### src/rtl/boid_pkg.sv
// rtl/boid_pkg.sv - shared video geometry and draw FSM state encoding
package boid_pkg;

  localparam int VIDEO_WIDTH  = 640;
  localparam int VIDEO_HEIGHT = 480;

  typedef enum logic [1:0] {
    ST_IDLE  = 2'd0,
    ST_CLEAR = 2'd1,
    ST_DRAW  = 2'd2,
    ST_DONE  = 2'd3
  } state_t;

endpackage

### src/rtl/boid_addr_calc.sv
// rtl/boid_addr_calc.sv - sprite pixel to display RAM address with screen clipping
module boid_addr_calc
  import boid_pkg::*;
#(
  parameter int VIDEO_WIDTH  = boid_pkg::VIDEO_WIDTH,
  parameter int VIDEO_HEIGHT = boid_pkg::VIDEO_HEIGHT,
  parameter int ADDR_W       = $clog2(VIDEO_WIDTH*VIDEO_HEIGHT)+1
)(
  input  logic [9:0]        x,
  input  logic [8:0]        y,
  input  logic [1:0]        dx,
  input  logic [1:0]        dy,
  output logic              in_bounds,
  output logic [ADDR_W-1:0] addr
);

  localparam logic [ADDR_W-1:0] W_A = ADDR_W'(VIDEO_WIDTH);
  localparam logic [ADDR_W-1:0] H_A = ADDR_W'(VIDEO_HEIGHT);

  logic [ADDR_W-1:0] px;
  logic [ADDR_W-1:0] py;

  // Widen before adding so sprites hanging off the edge are detected, not wrapped.
  assign px        = ADDR_W'(x) + ADDR_W'(dx);
  assign py        = ADDR_W'(y) + ADDR_W'(dy);
  assign in_bounds = (px < W_A) && (py < H_A);
  assign addr      = py * W_A + px;

endmodule

### src/rtl/boid_raster_writer.sv
// rtl/boid_raster_writer.sv - double-buffered boid sprite rasteriser into display RAM
module boid_raster_writer #(
  parameter int MAX_BOIDS    = 16,
  parameter int VIDEO_WIDTH  = boid_pkg::VIDEO_WIDTH,
  parameter int VIDEO_HEIGHT = boid_pkg::VIDEO_HEIGHT,
  parameter int SPRITE_SIZE  = 2,
  localparam int BOID_W      = $clog2(MAX_BOIDS),
  localparam int ADDR_W      = $clog2(VIDEO_WIDTH*VIDEO_HEIGHT)+1
)(
  input  logic              clock,
  input  logic              reset,
  input  logic              cpu_we,
  input  logic [BOID_W-1:0] cpu_sel,
  input  logic [9:0]        cpu_x,
  input  logic [8:0]        cpu_y,
  input  logic              frame_end,
  output logic              wr_en,
  output logic [ADDR_W-1:0] wr_addr,
  output logic              clear_req,
  output logic              buf_sel,
  output logic              busy,
  output logic              done,
  output logic              overrun
);

  import boid_pkg::*;

  localparam logic [1:0]        SPR_MAX  = 2'(SPRITE_SIZE-1);
  localparam logic [BOID_W-1:0] BOID_MAX = BOID_W'(MAX_BOIDS-1);

  state_t            state;
  logic [9:0]        live_x   [MAX_BOIDS];
  logic [8:0]        live_y   [MAX_BOIDS];
  logic [9:0]        shadow_x [MAX_BOIDS];
  logic [8:0]        shadow_y [MAX_BOIDS];
  logic [BOID_W-1:0] idx;
  logic [1:0]        dx;
  logic [1:0]        dy;
  logic              draw_last;
  logic              pix_in_bounds;
  logic [ADDR_W-1:0] pix_addr;
  logic              pix_is_last;

  assign pix_is_last = (idx == BOID_MAX) && (dy == SPR_MAX) && (dx == SPR_MAX);

  boid_addr_calc #(
    .VIDEO_WIDTH (VIDEO_WIDTH),
    .VIDEO_HEIGHT(VIDEO_HEIGHT),
    .ADDR_W      (ADDR_W)
  ) u_addr_calc (
    .x        (shadow_x[idx]),
    .y        (shadow_y[idx]),
    .dx       (dx),
    .dy       (dy),
    .in_bounds(pix_in_bounds),
    .addr     (pix_addr)
  );

  always_ff @(posedge clock or posedge reset) begin
    if (reset) begin
      for (int i = 0; i < MAX_BOIDS; i++) begin
        live_x[i] <= '0;
        live_y[i] <= '0;
      end
    end else if (cpu_we) begin
      live_x[cpu_sel] <= cpu_x;
      live_y[cpu_sel] <= cpu_y;
    end
  end

  // Outputs are registered one edge ahead: the counters name the pixel shown next cycle.
  always_ff @(posedge clock or posedge reset) begin
    if (reset) begin
      state     <= ST_IDLE;
      wr_en     <= 1'b0;
      wr_addr   <= '0;
      clear_req <= 1'b0;
      buf_sel   <= 1'b0;
      busy      <= 1'b0;
      done      <= 1'b0;
      overrun   <= 1'b0;
      idx       <= '0;
      dx        <= '0;
      dy        <= '0;
      draw_last <= 1'b0;
      for (int i = 0; i < MAX_BOIDS; i++) begin
        shadow_x[i] <= '0;
        shadow_y[i] <= '0;
      end
    end else begin
      clear_req <= 1'b0;
      done      <= 1'b0;
      wr_en     <= 1'b0;
      if (frame_end && state != ST_IDLE)
        overrun <= 1'b1;
      case (state)
        ST_IDLE: begin
          if (frame_end) begin
            state     <= ST_CLEAR;
            clear_req <= 1'b1;
            busy      <= 1'b1;
            buf_sel   <= ~buf_sel;
            for (int i = 0; i < MAX_BOIDS; i++) begin
              shadow_x[i] <= (cpu_we && cpu_sel == BOID_W'(i)) ? cpu_x : live_x[i];
              shadow_y[i] <= (cpu_we && cpu_sel == BOID_W'(i)) ? cpu_y : live_y[i];
            end
          end
        end
        ST_CLEAR, ST_DRAW: begin
          if (draw_last) begin
            state     <= ST_DONE;
            done      <= 1'b1;
            draw_last <= 1'b0;
          end else begin
            state     <= ST_DRAW;
            wr_en     <= pix_in_bounds;
            wr_addr   <= pix_addr;
            draw_last <= pix_is_last;
            if (dx == SPR_MAX) begin
              dx <= '0;
              if (dy == SPR_MAX) begin
                dy  <= '0;
                idx <= idx + BOID_W'(1);
              end else begin
                dy <= dy + 2'd1;
              end
            end else begin
              dx <= dx + 2'd1;
            end
          end
        end
        ST_DONE: begin
          state <= ST_IDLE;
          busy  <= 1'b0;
        end
        default: state <= ST_IDLE;
      endcase
    end
  end

endmodule
### config.mk
export PLATFORM = sky130hd
export DESIGN_NAME = boid_raster_writer
export DESIGN_NICKNAME = d
export VERILOG_FILES = /design/src/rtl/boid_pkg.sv /design/src/rtl/boid_addr_calc.sv /design/src/rtl/boid_raster_writer.sv
export SDC_FILE = /design/constraint.sdc
export NUM_CORES = 1
export LEC_CHECK = 0
export ABC_AREA = 1
export BUFFER_PORTS_ARGS = -buffer_cell sky130_fd_sc_hd__clkbuf_2
export CAP_MARGIN = 20
export CORE_MARGIN = 5
export CORE_UTILIZATION = 50
export DETAILED_ROUTE_END_ITERATION = 10
export PLACE_DENSITY_LB_ADDON = 0.3
export SYNTH_ARGS = -nofsm -noshare
export SYNTH_HDL_FRONTEND = slang
export SYNTH_HIERARCHICAL = 1
export SYNTH_SLANG_ARGS = --single-unit
export TNS_END_PERCENT = 10
### constraint.sdc
create_clock -name clock -period 27.3 [get_ports clock]
set_input_delay 0 -clock clock [delete_from_list [all_inputs] [get_ports clock]]
set_output_delay 0 -clock clock [all_outputs]
set_load 0.02 [all_outputs]
### Word level (Yosys, flattened, before mapping)

Cells that the tools add are included.

| word-level totals | value |
|---|---|
| register bits | 645 |
| bits in latches | 0 |
| RAM bits | 0 |
| bits in read-only memories | 0 |
| input port bits | 27 |
| output and inout bits | 26 |
| logic and storage cells | 203 |
| memories kept | 0 |

| cells by class | value |
|---|---|
| add/subtract/negate cells | 6 |
| multipliers | 1 |
| divide/modulo/power cells | 0 |
| order comparisons | 5 |
| eq/ne operators | 22 |
| shift-type cells | 0 |
| multiplexer cells | 58 |
| bitwise logic cells | 4 |
| reduce and logical (&&, ||, !) cells | 31 |

Operators with widths:

| operator | number |
|---|---|
| 10-bit 2-to-1 mux | 19 |
| 9-bit 2-to-1 mux | 19 |
| 160-bit bitwise mux | 1 |
| 144-bit bitwise mux | 1 |
| 10-bit binary-select mux with 4-bit select | 1 |
| 10-bit demux with 4-bit select | 1 |
| 9-bit binary-select mux with 4-bit select | 1 |
| 9-bit demux with 4-bit select | 1 |
| 4-bit == test (second input constant) | 9 |
| 1-bit logical AND | 21 |
| 20-bit adder | 1 |
| 20-bit by 10-bit less-than comparator with 1-bit output (second input constant) | 1 |
| 20-bit by 9-bit less-than comparator with 1-bit output (second input constant) | 1 |
| 20-bit by 3-bit multiplier with 13-bit output (second input constant) | 1 |
| 4-bit by 3-bit == test with 1-bit output (second input constant) | 4 |
| 10-bit by 2-bit adder with 11-bit output | 1 |
| 9-bit by 2-bit adder with 10-bit output | 1 |
| 5-bit >= comparator (second input constant) | 2 |
| 4-bit NOT with 5-bit output | 2 |
| 1-bit 2-to-1 mux | 9 |
| 4-bit by 2-bit == test with 1-bit output (second input constant) | 2 |
| 2-bit by 1-bit == test with 1-bit output (second input constant) | 3 |
| 2-bit 2-to-1 mux | 3 |
| 2-bit one-hot mux with 3 select lines | 1 |
| other kinds (15) | 21 |

### Longest topological paths before layout

Gate-level depths: netlist (run 1).

| depth | value |
|---|---|
| word-level depth | 9 |
| mapped depth | 30 |
| depth with buffers taken out | 29 |

### Hierarchy

Netlist (run 1), hierarchy kept.

Modules (own cells, without submodules):

| module | times used | cells an instance | area an instance (µm²) | sequential area each (µm²) |
|---|---|---|---|---|
| boid_raster_writer | 1 | 3590 | 28773.8 | 16140.5 |
| boid_addr_calc | 1 | 223 | 1420.1 | 0.0 |

### Least setup slack after synthesis (run 1)

OpenSTA, ideal clock, no wires.

| timing | value |
|---|---|
| path kind | register to register |
| from | register idx[0] |
| to | register wr_addr[18] |
| arrival | 4.131 ns |
| required time | 27.175 ns |
| path slack | 23.044 ns |
| cell stages (with the launch flop) | 27 |
| path buffers | 2 |
| clock period less this slack | 4.256 ns |
| path through | dfrtp_1 -> inv_2 -> clkbuf_1 -> clkbuf_1 -> nand2_1 -> nand3_1 -> nand3_1 -> nand3_1 -> nand2_1 -> ha_1 -> nand3_1 -> nand2_1 -> xor2_1 -> inv_1 -> ha_1 -> ha_1 -> fa_1 -> nand2_1 -> inv_1 -> nand4_1 -> nand3_2 -> nand3_4 -> nor2_4 -> nand3_1 -> nand2_1 -> inv_1 -> mux2_2 |

| on the way | value |
|---|---|
| cells in the longest elaborated chain, start to end | 7 |
| elaborated cells between the ends (all ways) | 11 |
| classes of those cells | add/sub (3); mul (1); mux (6); bitwise (1) |

RTL lines:

| item | RTL line | RTL |
|---|---|---|
| from (decl) | boid_raster_writer.sv:36 | `logic [BOID_W-1:0] idx;` |
| from (signal assigned) | boid_raster_writer.sv:123 | `idx <= idx + BOID_W'(1);` |
| 4-bit NOT with 5-bit output (not written as such) (*) | boid_raster_writer.sv:51, boid_raster_writer.sv:52 |  |
| 9-bit binary-select mux with 4-bit select | boid_raster_writer.sv:52 | `.y (shadow_y[idx]),` |
| 9-bit 2-to-1 mux (not written as such) (2 in a row) | boid_raster_writer.sv:52 |  |
| 9-bit by 2-bit adder with 10-bit output | boid_addr_calc.sv:25 | `assign py = ADDR_W'(y) + ADDR_W'(dy);` |
| 20-bit by 3-bit multiplier with 13-bit output | boid_addr_calc.sv:27 | `assign addr = py * W_A + px;` |
| 20-bit adder (*) | boid_addr_calc.sv:27 |  |
| via pix_addr[18] | boid_raster_writer.sv:41 | `logic [ADDR_W-1:0] pix_addr;` |
| to (signal assigned) | boid_raster_writer.sv:117 | `wr_addr <= pix_addr;` |
| to (decl) | boid_raster_writer.sv:18 | `output logic [ADDR_W-1:0] wr_addr,` |

Mark *: on every way through the listed nets, which the timed path passes. The rest lies on a longest branch. The select of a mux whose other input is x is not followed.
A chain may end at the register's enable or synchronous reset.

### Worst setup path after layout (run 1)

Ends and elaborated chain as after synthesis.

==> results list, run 1 <==
- Power consumption: around 4.3 mW
- In this run the deepest clock path goes through 3 buffers.
- Max_slew headroom: 0.256
- Chip Width: 256 um
- Worst Setup Path Type: flip-flop to flip-flop
- Entering global routing, the biggest net connects 170 pins.
- Count of state elements after synthesis: 645
* Power density normalized to cell area: between 100 and 150 nW/um2
- Averaged over all synthesized cells, the footprint is slightly below 8 um2.
- Of the total synthesized cell area, the portion taken by full adders, half adders and majority gates is 0.0126.
* Most common flop cell mapped by yosys: sky130_fd_sc_hd__dfrtp_1
- Result of the run: completed
- Setup repair after global routing left no endpoint under its margin.
- Ports: 53
- For this run the aggregate overflow at the end of global routing stands at 0.
- Across every metal layer, demand over resource in global routing totals 0.242.
* Final design area excluding fillers: 33400 um2
- For the worst setup path, the data arrival time is 6.02 ns.
- Hold is met by 0.0353 ns.
- The analysis attributes to cell leakage a power of 17.6 nW.
* Clock tree from TritonCTS: done
- The count of nets left with antenna violations once routing finished came out at 0.
- Wire length of the first global-routing pass: 127 mm
* Worst Setup End Kind: flip-flop
* CTS sink count: around 650
- For this run, the register share of the synthesized area comes to 0.535.
- After detailed placement, the total cell area comes to ~31000 um2.
- The cell sitting at the root of the clock tree is a sky130_fd_sc_hd__clkbuf_16.
- Share of post-route cells with drive strength above 1: 0.0752
- Antenna violations before repair: 0
- Crit path launch: idx[0]$_DFFE_PP0P_
* Number of pins exceeding their max-slew limit in the final report: 0
- For the pin with the worst max-slew slack, the measured transition is ~1.1 ns.
* TritonCTS buffer count: 70
- Across the routed clock network, the largest skew measured is ~0.027 ns.
- Average via count per standard cell: approximately 5.1
- Worst hold path type: input pin to flip-flop
- Worst ir drop on vdd: 0.127 mV
- In this run the vertical extent of the chip is ~260 um.
* Worst path most repeated cell: sky130_fd_sc_hd__nand2_1
* Number of hold violations in the final report: 0
- After technology mapping, the gate count stands at around 3800.
- Critical-path cell list: inv_4 > buf_4 > nand2_1 > nand2_1 > nand2_1 > nand3_1 > nand3_1 > nand2_1 > inv_1 > xor2_1 > inv_1 > ha_1 > ha_1 > fa_1 > nand2_1 > inv_1 > nand4_1 > nand3_2 > nand3_4 > nor2_4 > nand3_1 > nand2_1 > inv_1 > mux2_2
- Once layout is complete, the utilization of the core stands at 0.555.
- The worst register-to-register path begins at idx[0]$_DFFE_PP0P_.
* Final cycle utilization of the critical path: 0.203
- The largest total area in the synthesized netlist belongs to sky130_fd_sc_hd__dfrtp_1.
- The later pin in the worst-skew pair is clocked with a latency of approximately 0.62 ns.
* Max Fclk: ~180 MHz
* Dominant combinational cell family by area after synthesis: simple AND/OR/NAND/NOR gates
- Number of nets at the end of the flow: between 3000 and 4000
- Setup violations remaining at the end of the flow were counted as 0.
* Final RePlAce weighted congestion: about 0.85
* Vias in the first global route: 22700
* Area added between synthesis and finish: 10.6%
* IO buf count: 52
* Area of the mapped netlist: a little over 30000 um2
- Via count: about 24000
* Cell types occupying the most area after synthesis: sky130_fd_sc_hd__dfrtp_1 53%, sky130_fd_sc_hd__nand2_1 16%, sky130_fd_sc_hd__inv_1 8.1%, sky130_fd_sc_hd__o21ai_0 5.7%, sky130_fd_sc_hd__nand3_1 4.8%
- Number of violations of the max-capacitance limit: 0
* Die area: between 60000 and 70000 um2
- Yosys Warn Count: 6
- Share of the synthesized area in compound gates (AO/OA/AOI/OAI): 0.0801
- Area inside the core boundary: 60100 um2
* Yosys cell types: 39
- Drt initial violations: about 2200
- Most numerous cell in the Yosys netlist: sky130_fd_sc_hd__nand2_1
- Of the total synthesized cell area, the portion taken by XOR and XNOR cells is 0.00887.
- Final antenna diode count: 0
- Data on the critical path is required at its endpoint by roughly 28 ns.
- Site Rows: 90
- For this run, the slowest stage of the critical path takes about 0.77 ns.
- Clock-pin slew was measured on the worst setup and hold paths at approximately 0.060 ns.
- Synth cell count leaders: 1308 x sky130_fd_sc_hd__nand2_1, 650 x sky130_fd_sc_hd__inv_1, 645 x sky130_fd_sc_hd__dfrtp_1, 345 x sky130_fd_sc_hd__o21ai_0, 288 x sky130_fd_sc_hd__nand3_1
- The first detailed-routing pass ran for 7 iterations.
- The smallest clock period supported by the final layout is computed as 5.53 ns.
- For this configuration, the core starts out at a cell density of 0.502.
- Total DRC errors in the routed layout: 0
- Setup total negative slack: 0 ns
* Hpwl dp: around 47 mm
- After synthesis, the share of cell area in mux cells is 0.00746.
- Simple-gate share of the synthesized area: 0.245
- Maximum level of the CTS H-tree: 3
- Portion of synthesized cell area occupied by the leading cell type: 0.535
- After detailed routing, the average wire length per cell comes to ~17 um.
- Counting flops with a built-in enable in the synthesized netlist gives 0.
- Of all flip-flops after synthesis, the portion carrying an async set or reset was 1.00.
- Critical Path Start Type: flip-flop
- Count of cells resized by post-cts repair: 0
* CP Max Fanout: 89
- Wire length reported by the detailed router: slightly below 80 mm
- Start point of the worst hold path: cpu_sel[0]
- Synthesis produced a netlist with a net count of 3868.
- For this design, the slowest cell found on the critical path is sky130_fd_sc_hd__buf_4.
## logic make-up (layout without fill, tap and decap cells)
kind of cell    after synthesis  count (layout)
compound gates              476             476
xor+xnor                     28              28
fa+ha+maj                    28              28
buf+inv                     865             893
flops                       645             645
mux                          20              20
simple gates               1751            1751
## where the power goes
part / internal (mW) / switching, mW
logic: 0.680 / 1.27
registers: 1.29 / 0.136
clock network: 0.565 / 0.392
## final cells by class
cell class	instances	area, um2
fillers	5561	26700
flip-flops and latches	645	16100
multi-input cells	2303	10700
inverters	661	2500
clock buffers	99	2020
well taps	782	978
repair buffers	109	763
clock inverters	24	278
## stage by stage
step	setup WS, ns	std cells
2_1_floorplan	9.23	3813
3_3_place_gp	21.88	4477
3_5_place_dp	21.84	4477
4_1_cts	21.82	4622
5_1_grt	21.32	4623
6_report	21.77	4623
## what timing repair did
| action | 4_1_cts | 5_1_grt |
|---|---|---|
| hold endpoints to repair | 321 | 0 |
| hold buffers | 22 | 0 |
| setup buffers | 0 | 0 |
## layer usage
metal	wire length [um]	GRT usage	share of wire	up-vias
met1	37000	0.360	0.47	11100
met5	0	0	0	-
met3	6230	0.0530	0.079	124
met4	1930	0.0726	0.024	0
met2	33600	0.359	0.43	739
li1	-	-	-	11500
## worst max-delay path, delay by kind of cell, from the launching register on
family | cells | cell delay [ns]
buffers and inverters | 6 | 1.82
XOR/XNOR | 1 | 0.28
AND/OR/NAND/NOR | 13 | 1.30
adder cells (fa/ha/maj) | 3 | 1.10
flip-flops | 1 | 0.61
multiplexers | 1 | 0.24
## registers in the layout (all words and copies together), names as in the netlist
| signal | cells |
|---|---|
| state | 2 |
| live_y | 144 |
| overrun | 1 |
| dy | 2 |
| clear_req | 1 |
| live_x | 160 |
| done | 1 |
| draw_last | 1 |
| shadow_y | 144 |
| dx | 2 |
| idx | 4 |
| wr_addr | 20 |
| shadow_x | 160 |
| busy | 1 |
| buf_sel | 1 |
| wr_en | 1 |
## layout by cell type (no fill, tap or decap), types with 2 or more instances in the layout
cell,count
sky130_fd_sc_hd__dlygate4sd3_1,22
sky130_fd_sc_hd__nand2_2,11
sky130_fd_sc_hd__clkbuf_8,10
sky130_fd_sc_hd__nand2_1,1306
sky130_fd_sc_hd__clkbuf_2,52
sky130_fd_sc_hd__ha_1,24
sky130_fd_sc_hd__inv_8,2
sky130_fd_sc_hd__inv_6,2
sky130_fd_sc_hd__nor2_2,11
sky130_fd_sc_hd__clkbuf_16,73
sky130_fd_sc_hd__inv_1,649
sky130_fd_sc_hd__and2_1,76
sky130_fd_sc_hd__mux2_2,20
sky130_fd_sc_hd__nor2_4,11
sky130_fd_sc_hd__o21ai_0,345
sky130_fd_sc_hd__nor2_1,24
sky130_fd_sc_hd__inv_2,8
sky130_fd_sc_hd__nand2_4,2
sky130_fd_sc_hd__clkinv_8,2
sky130_fd_sc_hd__xor2_1,15
sky130_fd_sc_hd__nand3_1,288
sky130_fd_sc_hd__o22ai_1,2
sky130_fd_sc_hd__fa_1,4
sky130_fd_sc_hd__o21ai_1,114
sky130_fd_sc_hd__clkbuf_1,16
sky130_fd_sc_hd__xor2_2,3
sky130_fd_sc_hd__dfrtp_1,643
sky130_fd_sc_hd__bufinv_16,5
sky130_fd_sc_hd__buf_4,34
sky130_fd_sc_hd__o21ai_2,5
sky130_fd_sc_hd__nand4_1,4
sky130_fd_sc_hd__xnor2_1,10
sky130_fd_sc_hd__a21oi_1,5
sky130_fd_sc_hd__clkinv_2,14
sky130_fd_sc_hd__nand3_2,15
## path summary, 6_finish.rpt
check / end / depth (start not counted) / slack (ns)
max: wr_addr[18]$_DFFE_PP0P_ / 24 / 21.77
min: live_x[20]$_DFFE_PP0P_ / 6 / 0.04
max reg2reg: wr_addr[18]$_DFFE_PP0P_ / 24 / 21.77
min reg2reg: live_y[99]$_DFFE_PP0P_ / 2 / 0.47
max in group asynchronous: live_y[138]$_DFFE_PP0P_ / 5 / 24.88
min in group asynchronous: live_x[133]$_DFFE_PP0P_ / 3 / 0.11
Note: power is estimated with default switching activity, not from simulation.
==> inputs of run 2 (changes only) <==
--- a/config.mk
+++ b/config.mk
@@ -5,7 +5,7 @@
 export SDC_FILE = /design/constraint.sdc
 export NUM_CORES = 1
 export LEC_CHECK = 0
-export ABC_AREA = 1
+export ABC_AREA = 0
 export BUFFER_PORTS_ARGS = -buffer_cell sky130_fd_sc_hd__clkbuf_2
 export CAP_MARGIN = 20
 export CORE_MARGIN = 5
==> constraint.sdc (replaced) <==
create_clock -name clock -period 5.25 [get_ports clock]
set_input_delay 0 -clock clock [delete_from_list [all_inputs] [get_ports clock]]
set_output_delay 0 -clock clock [all_outputs]
set_load 0.02 [all_outputs]
==> run 2 against run 1 <==
  * Total power grew to 5.4 times the previous value
  * Hold slack gained 0.012 ns
  * Maximum frequency grew 12%
  * Sequential share of layout area grew 2.4 points
  * Flip-flop and latch count is the same
  * Final cell count shrank 22%
  * First-iteration DRC count grew 3.0%
  * Register-to-register slack lost 21 ns
  * Sequential power grew to 5.5 times the previous value
  * Synthesized cell count shrank 24%
  * Critical endpoint is now wr_addr[19]$_DFFE_PP0P_
  * Highest routed layer unchanged
==> results list, run 2 <==
- Final RePlAce weighted congestion: 0.836
- CP Max Fanout: 13
- The worst setup path is launched from a flip-flop.
- Antenna-violating nets left: 0
- Hold is met by approximately 0.048 ns.
- Die height: 250 um
- The largest individual stage delay along the critical path comes from the cell sky130_fd_sc_hd__dfrtp_2.
* Total area of multi-input combinational cells: roughly 11000 um2
- The number of antenna violations at the first check in global routing was 2.
- The largest registers in the layout are live_x (160), shadow_x (160).
* Instance count of the mapped netlist: 2896
- Top cell type by total area after synthesis: sky130_fd_sc_hd__dfrtp_1
* Power consumption: 23.3 mW
- Reg2Reg Setup Slack: 0.30 ns
* Number of violations of the max-capacitance limit: 0
- At the worst endpoint, the arrival time is between 5 and 6 ns.
* Clock-pin slew reported for the worst setup and hold paths after clock tree synthesis: 0.06 ns
* TritonCTS buffer count: between 60 and 70
* Die area: a little over 60000 um2
* Area of the mapped netlist: 28700 um2
* Chip Width: ~250 um
- For this run, the total global-route usage over all layers was measured as 0.251.
* Setup total negative slack: 0 ns
* Clock network fraction of design power: 0.204
* Yosys cell types: between 50 and 60
- For this block, the via count after detailed routing is roughly 23000.
- Placement Setup Slack: approximately 0.23 ns
* Maximum level of the CTS H-tree: 3
* Count of cells along the worst register-to-register path: 18
* Area added between synthesis and finish: 10.8%
- Overflow after GRT: 0
- Wire length of the first global-routing pass: between 100 and 150 mm
- Max Fclk: between 200 and 250 MHz
- Leaving out fill and tap cells, the most frequent cell in the layout is sky130_fd_sc_hd__dfrtp_1.
* Synth cell count leaders: 645 x sky130_fd_sc_hd__dfrtp_1, 361 x sky130_fd_sc_hd__nor2_1, 322 x sky130_fd_sc_hd__nand2_1, 316 x sky130_fd_sc_hd__nand3_1, 306 x sky130_fd_sc_hd__a31oi_1
- Util after Layout: 0.562
- Setup clock skew after layout: ~0.024 ns
- Drt initial violations: 2279
- Critical-path cell list: buf_4 > mux4_2 > nor2_1 > o22ai_1 > ha_1 > a21oi_1 > nor2b_1 > xor2_1 > ha_1 > ha_1 > fa_1 > a211o_2 > a31oi_1 > o311ai_1 > nand4_1 > a211oi_1 > or3_1 > mux2_2
- Sequential Power Share: 0.335
* Filler-free cell count of the finished design: between 3000 and 4000
- The analysis attributes to net switching a power of 9.05 mW.
- Routed length per placed instance: roughly 22 um
- CTS placed an instance of sky130_fd_sc_hd__clkbuf_16 at the clock tree root.
- Dpl cell area: slightly below 30000 um2
* Final cycle utilization of the critical path: 0.943
- The final hold violation count was 0.
- Average via count per standard cell: 6.30
* Final design area excluding fillers: 31800 um2
- Clock tree from TritonCTS: done
- Number of pins exceeding their max-slew limit in the final report: 0
- Most common flop cell mapped by yosys: sky130_fd_sc_hd__dfrtp_1
- Counting the fill cells in the layout gives 4771.
* Ports: 53
- Counting flops and latches in the post-synthesis netlist gives between 600 and 700.
* Share of synthesized area occupied by flip-flops and latches: 0.562
- Share of the synthesized area in compound gates (AO/OA/AOI/OAI): 0.146
- Total DRC errors in the routed layout: 0
- Of the total synthesized cell area, the portion taken by AND, OR, NAND and NOR gates is 0.156.
- The worst register-to-register path begins at idx[1]$_DFFE_PP0P_.
- Worst hold path type: input pin to asynchronous set/reset pin
- Setup-failing EPs final: 0
- The share of synthesized area in the top cell type comes to 0.562.
- Leaving out fill and tap cells, the most frequent cells in the layout are 642 x sky130_fd_sc_hd__dfrtp_1, 360 x sky130_fd_sc_hd__nor2_1, 321 x sky130_fd_sc_hd__nand2_1, 315 x sky130_fd_sc_hd__nand3_1, 306 x sky130_fd_sc_hd__a31oi_1.
- Worst-Skew Late Latency: ~0.6 ns
- Port buffering added 52 buffers.
- In this run the critical register-to-register path is captured at wr_addr[19]$_DFFE_PP0P_.
- At the worst endpoint, the required time is 5.73 ns.
- Of the total synthesized cell area, the portion taken by XOR and XNOR cells is 0.0107.
- In the final layout, flip-flops and latches occupy 16100 um2.
* Critical path's largest stage delay: between 0.5 and 0.6 ns
- Switching fraction of total power: 0.388
- Vias in the first global route: between 20000 and 25000
- Yosys Warn Count: 6
- At the pin with the least slew margin, the transition time is around 1.2 ns.
- After floorplanning, the core was divided into 87 placement rows.
- Pint: about 14 mW
- Wires add up to between 70 and 80 mm.
- The critical path is of the flip-flop to flip-flop type.
* Mux cell area share after synthesis: 0.0673
- Hpwl dp: 43.3 mm
- The worst setup path is captured at a flip-flop.
- After synthesis, the mean cell area works out to 9.91 um2.
* Starting density of the core: 0.507
- Final worst path period need: a little under 5 ns
* Number of nets at the end of the flow: 2874
- No sink is reached through more buffers than the 3 on the longest clock path.
* Leak: 14.2 nW
- Dominant combinational cell family by area after synthesis: simple AND/OR/NAND/NOR gates
* Post-synth EDFFs: 0
- After floorplanning, the core was sized to cover 56600 um2.
* CTS sink count: approximately 650
- Entering global routing, the biggest net connects ~180 pins.
- Number of buffers and inverters on the critical path: 1
* Power density normalized to cell area: about 730 nW/um2
- Post-synthesis net count: approximately 3000
- Worst path most repeated cell: sky130_fd_sc_hd__ha_1
* Final setup margin: roughly 0.30 ns
- The first detailed-routing pass ran for 6 iterations.
* Proportion of synthesized flip-flops having asynchronous set or reset: 1.00
* RSZ-0062 raised after global routing: no
* Worst ir drop on vdd: slightly above 0.8 mV
- The flow ran to the end, and the final reports show no timing, DRC or antenna violations.
- The share of total power dissipated in combinational logic is 0.461.
- Among all cell types in the netlist, the one instantiated most often is sky130_fd_sc_hd__dfrtp_1.
- Share of post-route cells with drive strength above 1: 0.119
* Max_slew headroom: 0.207
* Adder-cell area share of the yosys netlist: 0.0133
- Counting tap cells, the placed design contains a total of 3484 instances.
- On the critical path the largest part of the delay comes from adder cells.
* Cell types occupying the most area after synthesis: sky130_fd_sc_hd__dfrtp_1 56%, sky130_fd_sc_hd__a31oi_1 6.7%, sky130_fd_sc_hd__nand3_1 5.5%, sky130_fd_sc_hd__nor2_1 4.7%, sky130_fd_sc_hd__o21ai_0 4.5%
==> run 2: cell count changes after synthesis, sizes merged, moves of 40 or more <==
cell	before	now
a31oi	1	306
and2	76	6
clkbuf	125	193
inv	659	19
mux2	20	60
mux2i	0	40
nand2	1319	322
nor2	46	361
o21ai	464	312
==> run 2: worst max-delay path by stage <==
stage                     slack, ns  cells after the start                       to                from
after detailed placement       0.23                     17  wr_addr[19]$_DFFE_PP0P_  idx[1]$_DFFE_PP0P_
after CTS                      0.21                     17  wr_addr[19]$_DFFE_PP0P_  idx[1]$_DFFE_PP0P_
after floorplan               -3.56                      1      buf_sel$_DFFE_PP0P_               reset
after global placement         0.28                     17  wr_addr[19]$_DFFE_PP0P_  idx[1]$_DFFE_PP0P_
after global routing           0.01                     17  wr_addr[19]$_DFFE_PP0P_  idx[0]$_DFFE_PP0P_
final                          0.30                     18  wr_addr[19]$_DFFE_PP0P_  idx[1]$_DFFE_PP0P_
==> run 2: routing by layer <==
layer	global-route usage	share of wire	vias up
met3	0.0464	0.076	180
li1	-	-	10100
met5	0	0	-
met1	0.340	0.41	11600
met2	0.409	0.48	970
met4	0.0955	0.031	0
==> run 2: worst register-to-register path: cells and delay by family (launching register included) <==
family	cells	cell delay, ns
adders and majority gates	4	1.27
and+or+nand+nor	4	0.76
muxes	2	0.59
buffers and inverters	1	0.30
DFF	1	0.53
AOI/OAI and AO/OA	6	1.17
xor gates and xnor gates	1	0.22
==> run 2: logic make-up after synthesis <==
logic type	count (synthesis)
xor gates and xnor gates	35
muxes	138
AOI/OAI and AO/OA	706
DFF	645
and+or+nand+nor	1050
buffers and inverters	294
adders and majority gates	28
==> run 2: power groups by stage <==
stage / logic (mW) / clock network (mW) / registers [mW]
floorplan: 7.99 / 0 / 7.62
global placement: 10.2 / 0 / 7.81
detailed placement: 10.6 / 0 / 7.88
CTS: 10.7 / 4.82 / 7.80
global route: 11.8 / 5.04 / 7.99
finish: 10.7 / 4.76 / 7.82
==> run 2: what timing repair did <==
action | 4_1_cts | 5_1_grt
gates resized for setup | 0 | 2
endpoints found under the setup margin | 0 | 2
buffers inserted | 0 | 0
endpoints found under the hold margin | 631 | 0
hold buffers | 21 | 0
==> run 2: cell type report <==
cell class                      instances  share of cell area
Antenna cell                            2            0.000157
Timing Repair Buffer                  128              0.0326
Multi-Input combinational cell       1957               0.358
Clock buffer                           96              0.0632
Clock inverter                         23             0.00618
Sequential cell                       645               0.508
Inverter                               19             0.00260
Tap cell                              756              0.0297
